==> config.mk <==
export PLATFORM = sky130hd
export DESIGN_NAME = fp_to_int_seq
export DESIGN_NICKNAME = d
export VERILOG_FILES = /design/src/rtl/fp_pkg.sv /design/src/rtl/fp_classify.sv /design/src/rtl/fp_to_int_seq.sv
export SDC_FILE = /design/constraint.sdc
export NUM_CORES = 1
export LEC_CHECK = 0
export BUFFER_PORTS_ARGS = -buffer_cell sky130_fd_sc_hd__buf_4
export CAP_MARGIN = 20
export CELL_PAD_IN_SITES_DETAIL_PLACEMENT = 1
export CELL_PAD_IN_SITES_GLOBAL_PLACEMENT = 1
export CORE_MARGIN = 2
export CORE_UTILIZATION = 49
export CTS_BUF_LIST = sky130_fd_sc_hd__clkbuf_16
export DETAILED_ROUTE_END_ITERATION = 16
export GPL_TIMING_DRIVEN = 0
export PLACE_DENSITY = 0.89
export RECOVER_POWER = 100
export SETUP_SLACK_MARGIN = 0.15
export SYNTH_ARGS = -nofsm -noshare
export SYNTH_HDL_FRONTEND = slang
export SYNTH_SLANG_ARGS = --single-unit
==> constraint.sdc <==
create_clock -name clk -period 6 [get_ports clk]
set_clock_uncertainty 0.15 [all_clocks]
set_input_delay 1.2 -clock clk [delete_from_list [all_inputs] [get_ports clk]]
set_output_delay 1.2 -clock clk [all_outputs]
set_load 0.02 [all_outputs]
==> src/rtl/fp_pkg.sv <==
`default_nettype none
// ============================================================================
//  fp_pkg
//  Shared single-precision field constants, helpers and types.
//  Revision: 1.0
// ============================================================================
package fp_pkg;

    localparam int EXP_W  = 8;
    localparam int FRAC_W = 23;
    localparam int BIAS   = 127;

    localparam logic [31:0] INT32_MAX   = 32'h7FFF_FFFF;
    localparam logic [31:0] INT32_MIN   = 32'h8000_0000;
    localparam logic [31:0] FP_NEG_2P31 = 32'hCF00_0000;

    typedef enum logic [1:0] {
        IDLE  = 2'd0,
        ALIGN = 2'd1,
        PACK  = 2'd2,
        DONE  = 2'd3
    } state_t;

    typedef enum logic [1:0] {
        CLS_NUM = 2'd0,
        CLS_NAN = 2'd1,
        CLS_INF = 2'd2,
        CLS_BIG = 2'd3
    } cls_t;

    typedef struct packed {
        logic invalid;
        logic overflow;
        logic inexact;
    } flags_t;

    function automatic logic fp_sign(input logic [31:0] f);
        return f[31];
    endfunction

    function automatic logic [EXP_W-1:0] fp_exp(input logic [31:0] f);
        return f[30:23];
    endfunction

    function automatic logic [FRAC_W-1:0] fp_frac(input logic [31:0] f);
        return f[22:0];
    endfunction

endpackage
`default_nettype wire

==> src/rtl/fp_classify.sv <==
`default_nettype none
// ============================================================================
//  fp_classify
//  Combinational decode of a float: specials, unbiased exponent, align shift.
//  Revision: 1.0
// ============================================================================
module fp_classify
    import fp_pkg::*;
(
    input  logic [31:0]       fp,
    output logic              sign,
    output logic              is_zero,
    output logic              is_nan,
    output logic              is_inf,
    output logic signed [9:0] e,
    output logic [4:0]        shamt,
    output logic              shift_left
);

    localparam logic signed [9:0] c_BIAS = 10'(BIAS);

    logic [EXP_W-1:0]  w_exp;
    logic [FRAC_W-1:0] w_frac;

    assign w_exp   = fp_exp(fp);
    assign w_frac  = fp_frac(fp);
    assign sign    = fp_sign(fp);
    assign is_zero = (w_exp == '0);
    assign is_nan  = (w_exp == '1) && (w_frac != '0);
    assign is_inf  = (w_exp == '1) && (w_frac == '0);
    assign e       = $signed({2'b00, w_exp}) - c_BIAS;

    // Shift is only meaningful for 0 <= e <= 30; other ranges report zero.
    always_comb begin
        shamt      = '0;
        shift_left = 1'b0;
        if ((e > 10'sd23) && (e < 10'sd31)) begin
            shift_left = 1'b1;
            shamt      = 5'(e - 10'sd23);
        end else if ((e >= 10'sd0) && (e < 10'sd23)) begin
            shamt      = 5'(10'sd23 - e);
        end
    end

endmodule
`default_nettype wire

==> src/rtl/fp_to_int_seq.sv <==
`default_nettype none
// ============================================================================
//  fp_to_int_seq
//  Iterative float32 -> int32 converter; FP2INT_ROUND_EN selects RNE rounding.
//  Revision: 1.0
// ============================================================================
module fp_to_int_seq
    import fp_pkg::*;
#(
    parameter int SHIFT_STEP = 4
) (
    input  logic        clk,
    input  logic        rst,
    input  logic        in_valid,
    output logic        in_ready,
    input  logic [31:0] in_fp,
    output logic        out_valid,
    input  logic        out_ready,
    output logic [31:0] out_int,
    output logic        out_invalid,
    output logic        out_overflow,
    output logic        out_inexact
);

    localparam logic [4:0] c_STEP = 5'(SHIFT_STEP);

    logic              w_sign, w_is_zero, w_is_nan, w_is_inf, w_shl;
    logic signed [9:0] w_e;
    logic [4:0]        w_shamt;

    fp_classify u_classify (
        .fp         (in_fp),
        .sign       (w_sign),
        .is_zero    (w_is_zero),
        .is_nan     (w_is_nan),
        .is_inf     (w_is_inf),
        .e          (w_e),
        .shamt      (w_shamt),
        .shift_left (w_shl)
    );

    state_t      r_state, w_next;
    cls_t        r_cls;
    logic        r_sign, r_exact_min, r_left, r_guard, r_sticky;
    logic [31:0] r_mag;
    logic [4:0]  r_rem, w_step;
    logic [63:0] w_ext;
    logic        w_special, w_accept, w_pack_last;
    logic [32:0] w_mag_fin;
    logic [31:0] w_res_int, r_out_int;
    flags_t      w_res_flags, r_out_flags;

    assign w_accept  = in_valid && (r_state == IDLE);
    assign w_special = w_is_zero || w_is_nan || w_is_inf ||
                       (w_e >= 10'sd31) || (w_e < 10'sd0);
    assign w_step    = (r_rem < c_STEP) ? r_rem : c_STEP;
    assign w_ext     = {r_mag, 32'h0} >> w_step;

`ifdef FP2INT_ROUND_EN
    logic        r_pack_ph;
    logic [32:0] r_rmag;
    logic        w_up;

    // Round to nearest, ties to the even integer.
    assign w_up        = r_guard && (r_sticky || r_mag[0]);
    assign w_pack_last = r_pack_ph;
    assign w_mag_fin   = r_rmag;

    always_ff @(posedge clk) begin
        if (rst) begin
            r_pack_ph <= 1'b0;
            r_rmag    <= '0;
        end else if (r_state == PACK) begin
            r_pack_ph <= ~r_pack_ph;
            if (!r_pack_ph) begin
                r_rmag <= {1'b0, r_mag} + 33'(w_up);
            end
        end else begin
            r_pack_ph <= 1'b0;
        end
    end
`else
    assign w_pack_last = 1'b1;
    assign w_mag_fin   = {1'b0, r_mag};
`endif

    always_ff @(posedge clk) begin
        if (rst) begin
            r_state <= IDLE;
        end else begin
            r_state <= w_next;
        end
    end

    always_comb begin
        w_next = r_state;
        case (r_state)
            IDLE: begin
                if (in_valid) begin
                    w_next = (w_special || (w_shamt == '0)) ? PACK : ALIGN;
                end
            end
            ALIGN:   if (r_rem == w_step) w_next = PACK;
            PACK:    if (w_pack_last)     w_next = DONE;
            DONE:    if (out_ready)       w_next = IDLE;
            default: w_next = IDLE;
        endcase
    end

    // Zero and |x| < 1 are folded into the numeric path via guard/sticky.
    always_ff @(posedge clk) begin
        if (rst) begin
            r_cls       <= CLS_NUM;
            r_sign      <= 1'b0;
            r_exact_min <= 1'b0;
            r_left      <= 1'b0;
            r_guard     <= 1'b0;
            r_sticky    <= 1'b0;
            r_mag       <= '0;
            r_rem       <= '0;
        end else if (w_accept) begin
            r_sign      <= w_sign;
            r_exact_min <= (in_fp == FP_NEG_2P31);
            r_left      <= w_shl;
            r_rem       <= w_shamt;
            r_guard     <= 1'b0;
            r_sticky    <= 1'b0;
            r_mag       <= {8'h00, 1'b1, fp_frac(in_fp)};
            r_cls       <= CLS_NUM;
            if (w_is_nan) begin
                r_cls <= CLS_NAN;
            end else if (w_is_inf) begin
                r_cls <= CLS_INF;
            end else if (w_is_zero) begin
                r_mag    <= '0;
                r_sticky <= (fp_frac(in_fp) != '0);
            end else if (w_e >= 10'sd31) begin
                r_cls <= CLS_BIG;
            end else if (w_e < 10'sd0) begin
                r_mag    <= '0;
                r_guard  <= (w_e == -10'sd1);
                r_sticky <= (w_e != -10'sd1) || (fp_frac(in_fp) != '0);
            end
        end else if (r_state == ALIGN) begin
            r_rem <= r_rem - w_step;
            if (r_left) begin
                r_mag <= r_mag << w_step;
            end else begin
                r_mag    <= w_ext[63:32];
                r_guard  <= w_ext[31];
                r_sticky <= r_sticky || r_guard || (w_ext[30:0] != '0);
            end
        end
    end

    always_comb begin
        w_res_int   = '0;
        w_res_flags = '0;
        case (r_cls)
            CLS_NAN: begin
                w_res_int           = INT32_MAX;
                w_res_flags.invalid = 1'b1;
            end
            CLS_INF: begin
                w_res_int           = r_sign ? INT32_MIN : INT32_MAX;
                w_res_flags.invalid = 1'b1;
            end
            CLS_BIG: begin
                w_res_int            = r_sign ? INT32_MIN : INT32_MAX;
                w_res_flags.overflow = !r_exact_min;
            end
            default: begin
                if (!r_sign && (w_mag_fin > {1'b0, INT32_MAX})) begin
                    w_res_int            = INT32_MAX;
                    w_res_flags.overflow = 1'b1;
                end else if (r_sign && (w_mag_fin > {1'b0, INT32_MIN})) begin
                    w_res_int            = INT32_MIN;
                    w_res_flags.overflow = 1'b1;
                end else begin
                    w_res_int           = r_sign ? (~w_mag_fin[31:0] + 32'd1) : w_mag_fin[31:0];
                    w_res_flags.inexact = r_guard || r_sticky;
                end
            end
        endcase
    end

    always_ff @(posedge clk) begin
        if (rst) begin
            r_out_int   <= '0;
            r_out_flags <= '0;
        end else if ((r_state == PACK) && w_pack_last) begin
            r_out_int   <= w_res_int;
            r_out_flags <= w_res_flags;
        end
    end

    assign in_ready     = (r_state == IDLE);
    assign out_valid    = (r_state == DONE);
    assign out_int      = r_out_int;
    assign out_invalid  = r_out_flags.invalid;
    assign out_overflow = r_out_flags.overflow;
    assign out_inexact  = r_out_flags.inexact;

endmodule
`default_nettype wire

After elaboration in Yosys (flattened, before gate mapping)
Index checks and enable logic that the tools add are counted.
{ "op_classes": {"add_sub_neg": 5, "magnitude_cmp": 9, "n_eq_ne": 15, "shifts": 2, "mux": 51, "bitwise_logic": 1, "reduce_logical": 29} }
{ "ops": {"columns": ["operator", "count"], "rows": [
  ["$mux 32", 7],
  ["$mux 24", 5],
  ["$pmux 32 s2", 1],
  ["$shr 64x5->64", 1],
  ["$add 32x1->32 const B", 1],
  ["$eq 32x32->1 const B", 1],
  ["$gt 32x31->1 const B", 1],
  ["$gt 32x32->1 const B", 1],
  ["$not 32->32", 1],
  ["$shl 32x5->32", 1],
  ["$reduce_bool 31->1", 1],
  ["$mux 5", 5],
  ["$logic_not 23->1", 1],
  ["$mux 1", 23],
  ["$reduce_bool 23->1", 1],
  ["$lt 9x6->1 const B", 2],
  ["$mux 2", 8],
  ["$eq 9x1->1 const B", 1],
  ["$ge 9x1->1 const B", 1],
  ["$ge 9x6->1 const B", 1],
  ["$gt 9x6->1 const B", 1],
  ["$lt 9x1->1 const B", 1],
  ["$ne 9x1->1 const B", 1],
  ["$sub 8x7->9 const B", 1],
  ["23 further kinds", 44]
]} }
{ "word_totals": {"ff_bits": 81, "input_bits": 36, "out_inout_bits": 37} }

Longest topological paths before layout
{ "depth": {"word_depth": 10, "ltp_mapped": 13, "ltp_nobuf": 10} }

By module
From an unflattened synthesis, not the netlist that was laid out.
{ "hier_totals": {"hier_cells": 981, "hier_area_um2": 7099.3} }
{ "by_module_without_submodules": {"columns": ["mod", "instances", "cells_per_inst", "area_per_inst_um2"], "rows": [
  ["fp_to_int_seq", 1, 904, 6536.3],
  ["fp_classify", 1, 77, 563.0]
]} }

Worst setup path after synthesis
Ideal clock, no wire load.
{ "synth_timing": {"kind": "input to register", "from": "input in_fp[23]", "to": "register r_mag[17]", "setup_ns": 0.128, "arrival_time_ns": 3.782, "t_required_ns": 5.722, "path_slack_ns": 1.940, "path_stages": 11, "cell_sequence": "ha_1 -> clkbuf_1 -> a2111oi_0 -> nor3_1 -> a21o_1 -> ha_1 -> o311a_1 -> clkbuf_1 -> clkbuf_1 -> a222oi_1 -> nor2_1"} }
{ "synth_via": {"elab_chain_len": 8, "word_cells_on_any_way": 13, "classes_between": "add/sub (1); order compare (2); eq/ne (1); mux (6); reduce/logical (3)"} }
{ "synth_rtl": {"columns": ["element", "line", "text"], "rows": [
  ["from (decl)", "fp_to_int_seq.sv:16", "input logic [31:0] in_fp,"],
  ["$sub 8x7->9", "fp_classify.sv:31", "assign e = $signed({2'b00, w_exp}) - c_BIAS;"],
  ["$lt 9x1->1", "fp_to_int_seq.sv:139", "end else if (w_e < 10'sd0) begin"],
  ["$mux 24", "fp_to_int_seq.sv:139", null],
  ["$mux 24", "fp_to_int_seq.sv:137", "end else if (w_e >= 10'sd31) begin"],
  ["$mux 24", "fp_to_int_seq.sv:134", "end else if (w_is_zero) begin"],
  ["$mux 24", "fp_to_int_seq.sv:132", "end else if (w_is_inf) begin"],
  ["$mux 24 (*)", "fp_to_int_seq.sv:130", "if (w_is_nan) begin"],
  ["$mux 32 (*)", "fp_to_int_seq.sv:121", "end else if (w_accept) begin"],
  ["to (signal assigned)", "fp_to_int_seq.sv:128", "r_mag <= {8'h00, 1'b1, fp_frac(in_fp)};"],
  ["to (signal assigned)", "fp_to_int_seq.sv:147", "r_mag <= r_mag << w_step;"],
  ["to (signal assigned)", "fp_to_int_seq.sv:149", "r_mag <= w_ext[63:32];"],
  ["to (decl)", "fp_to_int_seq.sv:45", "logic [31:0] r_mag;"]
]} }
Every way passes the cells marked *; elsewhere a longest branch is shown, timed or not.
A chain may end at the register's enable or synchronous reset.

Worst setup path in the final report
{ "layout_timing": {"from": "input in_fp[23]", "to": "register r_mag[8]"} }
Same word-level chain as after synthesis.

==> impl_metrics.env <==
export IMPL_status="finished clean"
export IMPL_gp_congestion=1.06
export IMPL_synth_cell_area_um2=7330
export IMPL_area_delta_synth_final_pct=11.8
export IMPL_cap_viol_max_count=0
export IMPL_synth_yosys_warnings=0
export IMPL_cp_endpoint="r_mag[8]$_SDFFE_PP0P_"
export IMPL_min_period_ns=5.22
export IMPL_crit_required_ns=6.10
export IMPL_drt_wirelength_per_cell_um=29.5
export IMPL_cts_repair_resized=0
export IMPL_grt_util_met3=0.116
export IMPL_grt_pass1_wl_mm=53.0
export IMPL_gr_usage_met1=0.565
export IMPL_cts_buffer_depth=2
export IMPL_ys_flop_type="dfxtp_1"
export IMPL_clkTransAtPathRegs_ns=0.07
export IMPL_cts_buffers_inserted=9
export IMPL_dp_hpwl_mm=25.4
export IMPL_relSlewSlack=0.384
export IMPL_core_area_um2=14600
export IMPL_cp_end_kind="flop"
export IMPL_antenna_found_initial=0
export IMPL_postCtsSetupBuffers=0
export IMPL_rsz0062_at_grt="false"
export IMPL_cts_hold_fix_buffers=0
export IMPL_holdWs_ns=0.329
export IMPL_fmax_mhz=191
export IMPL_firstDrtPassIters=8
export IMPL_drive_above_1_share=0.122
export IMPL_wirelength_mm=35.4
export IMPL_crit_type="input pin to flop"
export IMPL_r2r_start="r_rem[0]$_SDFFE_PP0P_"
export IMPL_pwr_density_cell_nw_per_um2=313
export IMPL_synth_edf_count=0
export IMPL_post_route_period_util=0.871
export IMPL_die_h_um=126
export IMPL_worstPathMaxFanout=10
export IMPL_clkLatencyLatePin_ns=0.36
export IMPL_portBuffers=70
export IMPL_tightest_slew_ns=0.924
export IMPL_rrSetupSlack_ns=1.95
export IMPL_setup_violations=0
export IMPL_cp_start_kind="input pin"
export IMPL_gr_usage_met2=0.660
export IMPL_post_route_util=0.562
export IMPL_nets=1064
export IMPL_fp_row_count=44
export IMPL_io_pins=73
export IMPL_hold_depth=2
export IMPL_dp_slack_ns=0.929
export IMPL_netlist_cell_type_count=77
export IMPL_grt_use_total=0.437
export IMPL_timing_final_ws_setup_ns=0.776
export IMPL_vias=8961
export IMPL_cts_sinks=81
export IMPL_seq_area_frac_synth=0.221
export IMPL_synth_async_reset_ratio=0
export IMPL_drcViolationCount=0
export IMPL_cts_tree="yes"
export IMPL_finalHoldViolations=0
export IMPL_rr_endpoint="r_mag[29]$_SDFFE_PP0P_"
export IMPL_grt_ovfl_total=0
export IMPL_drtAntennaViolNets=0
export IMPL_startpoint="in_fp[23]"
export IMPL_initial_utilization=0.503
export IMPL_grt_max_degree=17
export IMPL_hp_class="flop to flop"
export IMPL_leakagePower_nw=2.82
export IMPL_ctsHtreeMaxLevel=3
export IMPL_arrival_ns=5.33
export IMPL_ys_ff_latch=81
export IMPL_grt_busiest_layer="met2"
export IMPL_syn_num_nets=982
export IMPL_grt_pass1_vias=8734
export IMPL_reg2regPathDepth=8
export IMPL_dieArea_um2=16000
export IMPL_synthCells=929
export IMPL_first_iter_violations=1511
export IMPL_die_width_um=126
export IMPL_fin_setup_tns_ns=0
export IMPL_slew_viol_final=0
export IMPL_peakVddDrop_v=0.000154
export IMPL_vias_per_cell=7.47
export IMPL_syn_area_per_cell_um2=7.89
export IMPL_n_antenna_cell=0
export IMPL_root_buffer="clkbuf_16"
## how the worst min path moves through the flow
stage | endpoint | startpoint | slack (ns)
floorplan | r_exact_min$_SDFFE_PP0P_ | r_exact_min$_SDFFE_PP0P_ | 0.28
global placement | out_int[1]$_SDFFE_PP0P_ | out_int[1]$_SDFFE_PP0P_ | 0.32
detailed placement | out_int[2]$_SDFFE_PP0P_ | out_int[2]$_SDFFE_PP0P_ | 0.33
CTS | out_int[2]$_SDFFE_PP0P_ | out_int[2]$_SDFFE_PP0P_ | 0.34
global route | out_int[2]$_SDFFE_PP0P_ | out_int[2]$_SDFFE_PP0P_ | 0.36
finish | out_int[2]$_SDFFE_PP0P_ | out_int[2]$_SDFFE_PP0P_ | 0.33
## cells in the mapped netlist, drive strengths merged, types with 5 or more instances
cell / number / area share
a2111oi: 9 / 0.012
o41ai: 5 / 0.0060
o21ai: 48 / 0.033
mux2: 9 / 0.014
ha: 17 / 0.029
o31ai: 8 / 0.0082
mux4: 40 / 0.12
o221ai: 9 / 0.011
a211oi: 41 / 0.042
a221o: 6 / 0.0082
nand4: 7 / 0.0060
nand2b: 5 / 0.0043
and2: 10 / 0.0085
dfxtp: 81 / 0.22
nor2b: 6 / 0.0051
nor4: 15 / 0.013
or3: 8 / 0.0068
o21a: 5 / 0.0061
a311oi: 5 / 0.0060
xnor2: 8 / 0.0096
inv: 19 / 0.0097
o22ai: 11 / 0.0094
clkbuf: 84 / 0.043
or2: 5 / 0.0043
o211ai: 10 / 0.010
o221a: 5 / 0.0077
and3: 5 / 0.0043
nor3: 36 / 0.026
a221oi: 11 / 0.013
buf: 22 / 0.016
nor2: 83 / 0.042
a21oi: 58 / 0.040
nand2: 101 / 0.052
xor2: 22 / 0.026
a31oi: 16 / 0.014
mux2i: 19 / 0.026
a22oi: 7 / 0.0078
nand3: 19 / 0.013
## worst max-delay path, stage by stage
cell and delay [ns]:
clkbuf_1 0.38, ha_1 0.23, clkbuf_1 0.33, nand3_1 0.17, nor4_1 0.39, nor3_1 0.17, a21o_1 0.20, ha_1 0.35
o311a_1 0.18, clkbuf_1 0.58, clkbuf_1 0.70, nand2_1 0.14, a221oi_1 0.29
## final cells by class
cell class | count | area (um2)
buffer | 106 | 414
tap | 184 | 230
clock buffer | 9 | 225
clock inverter | 7 | 58.8
timing repair buffer | 71 | 390
multi-input combinational | 721 | 5180
fill | 1878 | 6390
inverter | 21 | 78.8
sequential | 81 | 1620
## cells by family after synthesis
kind of cell             count (synthesis)  synth area share
AND/OR/NAND/NOR                        316             0.205
AO/OA/AOI/OAI                          289             0.276
buffers and inverters                  127            0.0700
flip-flops                              81             0.221
multiplexers                            68             0.163
XOR/XNOR                                30            0.0358
adder cells (fa/ha/maj)                 17            0.0290
other                                    1          0.000511
## layer usage
layer,vias to the layer above,wire length [um],share of wire
li1,3691,-,-
met1,4256,13100,0.37
met2,785,15100,0.43
met3,229,4710,0.13
met4,0,2440,0.069
met5,-,0,0
## flip-flops by register name, indices dropped and copies added (netlist names)
name          count
r_exact_min       1
out_int          32
r_left            1
r_mag            32
r_state           2
r_cls             2
r_rem             5
r_sticky          1
out_invalid       1
r_sign            1
out_overflow      1
r_guard           1
out_inexact       1
## metrics by stage
| stage | cell area, um2 | power [mW] | instances |
|---|---|---|---|
| 2_1_floorplan | 7330 | 1.52 | 929 |
| 3_3_place_gp | 8090 | 1.94 | 1183 |
| 3_5_place_dp | 8100 | 1.98 | 1184 |
| 4_1_cts | 8390 | 2.55 | 1200 |
| 5_1_grt | 8200 | 2.64 | 1200 |
| 6_report | 8200 | 2.56 | 1200 |
## layout by cell type (no fill, tap or decap), drive strengths merged, types with 5 or more instances in the layout
cell type / n
o211ai: 10
o221a: 5
o221ai: 9
nand2b: 5
nand4: 7
and2: 10
inv: 23
nor3: 36
xnor2: 8
mux2: 9
a221o: 6
dfxtp: 81
nor2: 83
o21ai: 48
or3: 8
nand2: 101
a2111oi: 9
nor4: 15
clkbuf: 143
a211oi: 41
a31oi: 16
mux4: 40
a21oi: 58
nand3: 19
o21a: 5
and3: 5
o41ai: 5
mux2i: 19
buf: 43
a221oi: 11
nor2b: 6
o22ai: 11
or2: 5
o31ai: 8
a311oi: 5
ha: 17
a22oi: 7
xor2: 22
## power breakdown
part           total [mW]  internal (mW)  switching [mW]  leakage [nW]
Combinational        1.30          0.404           0.896          2.01
Clock               0.572          0.289           0.283         0.139
Sequential          0.691          0.617          0.0740         0.663
Total                2.56           1.31            1.25          2.82
No activity file was read; power rests on OpenSTA's default activity.
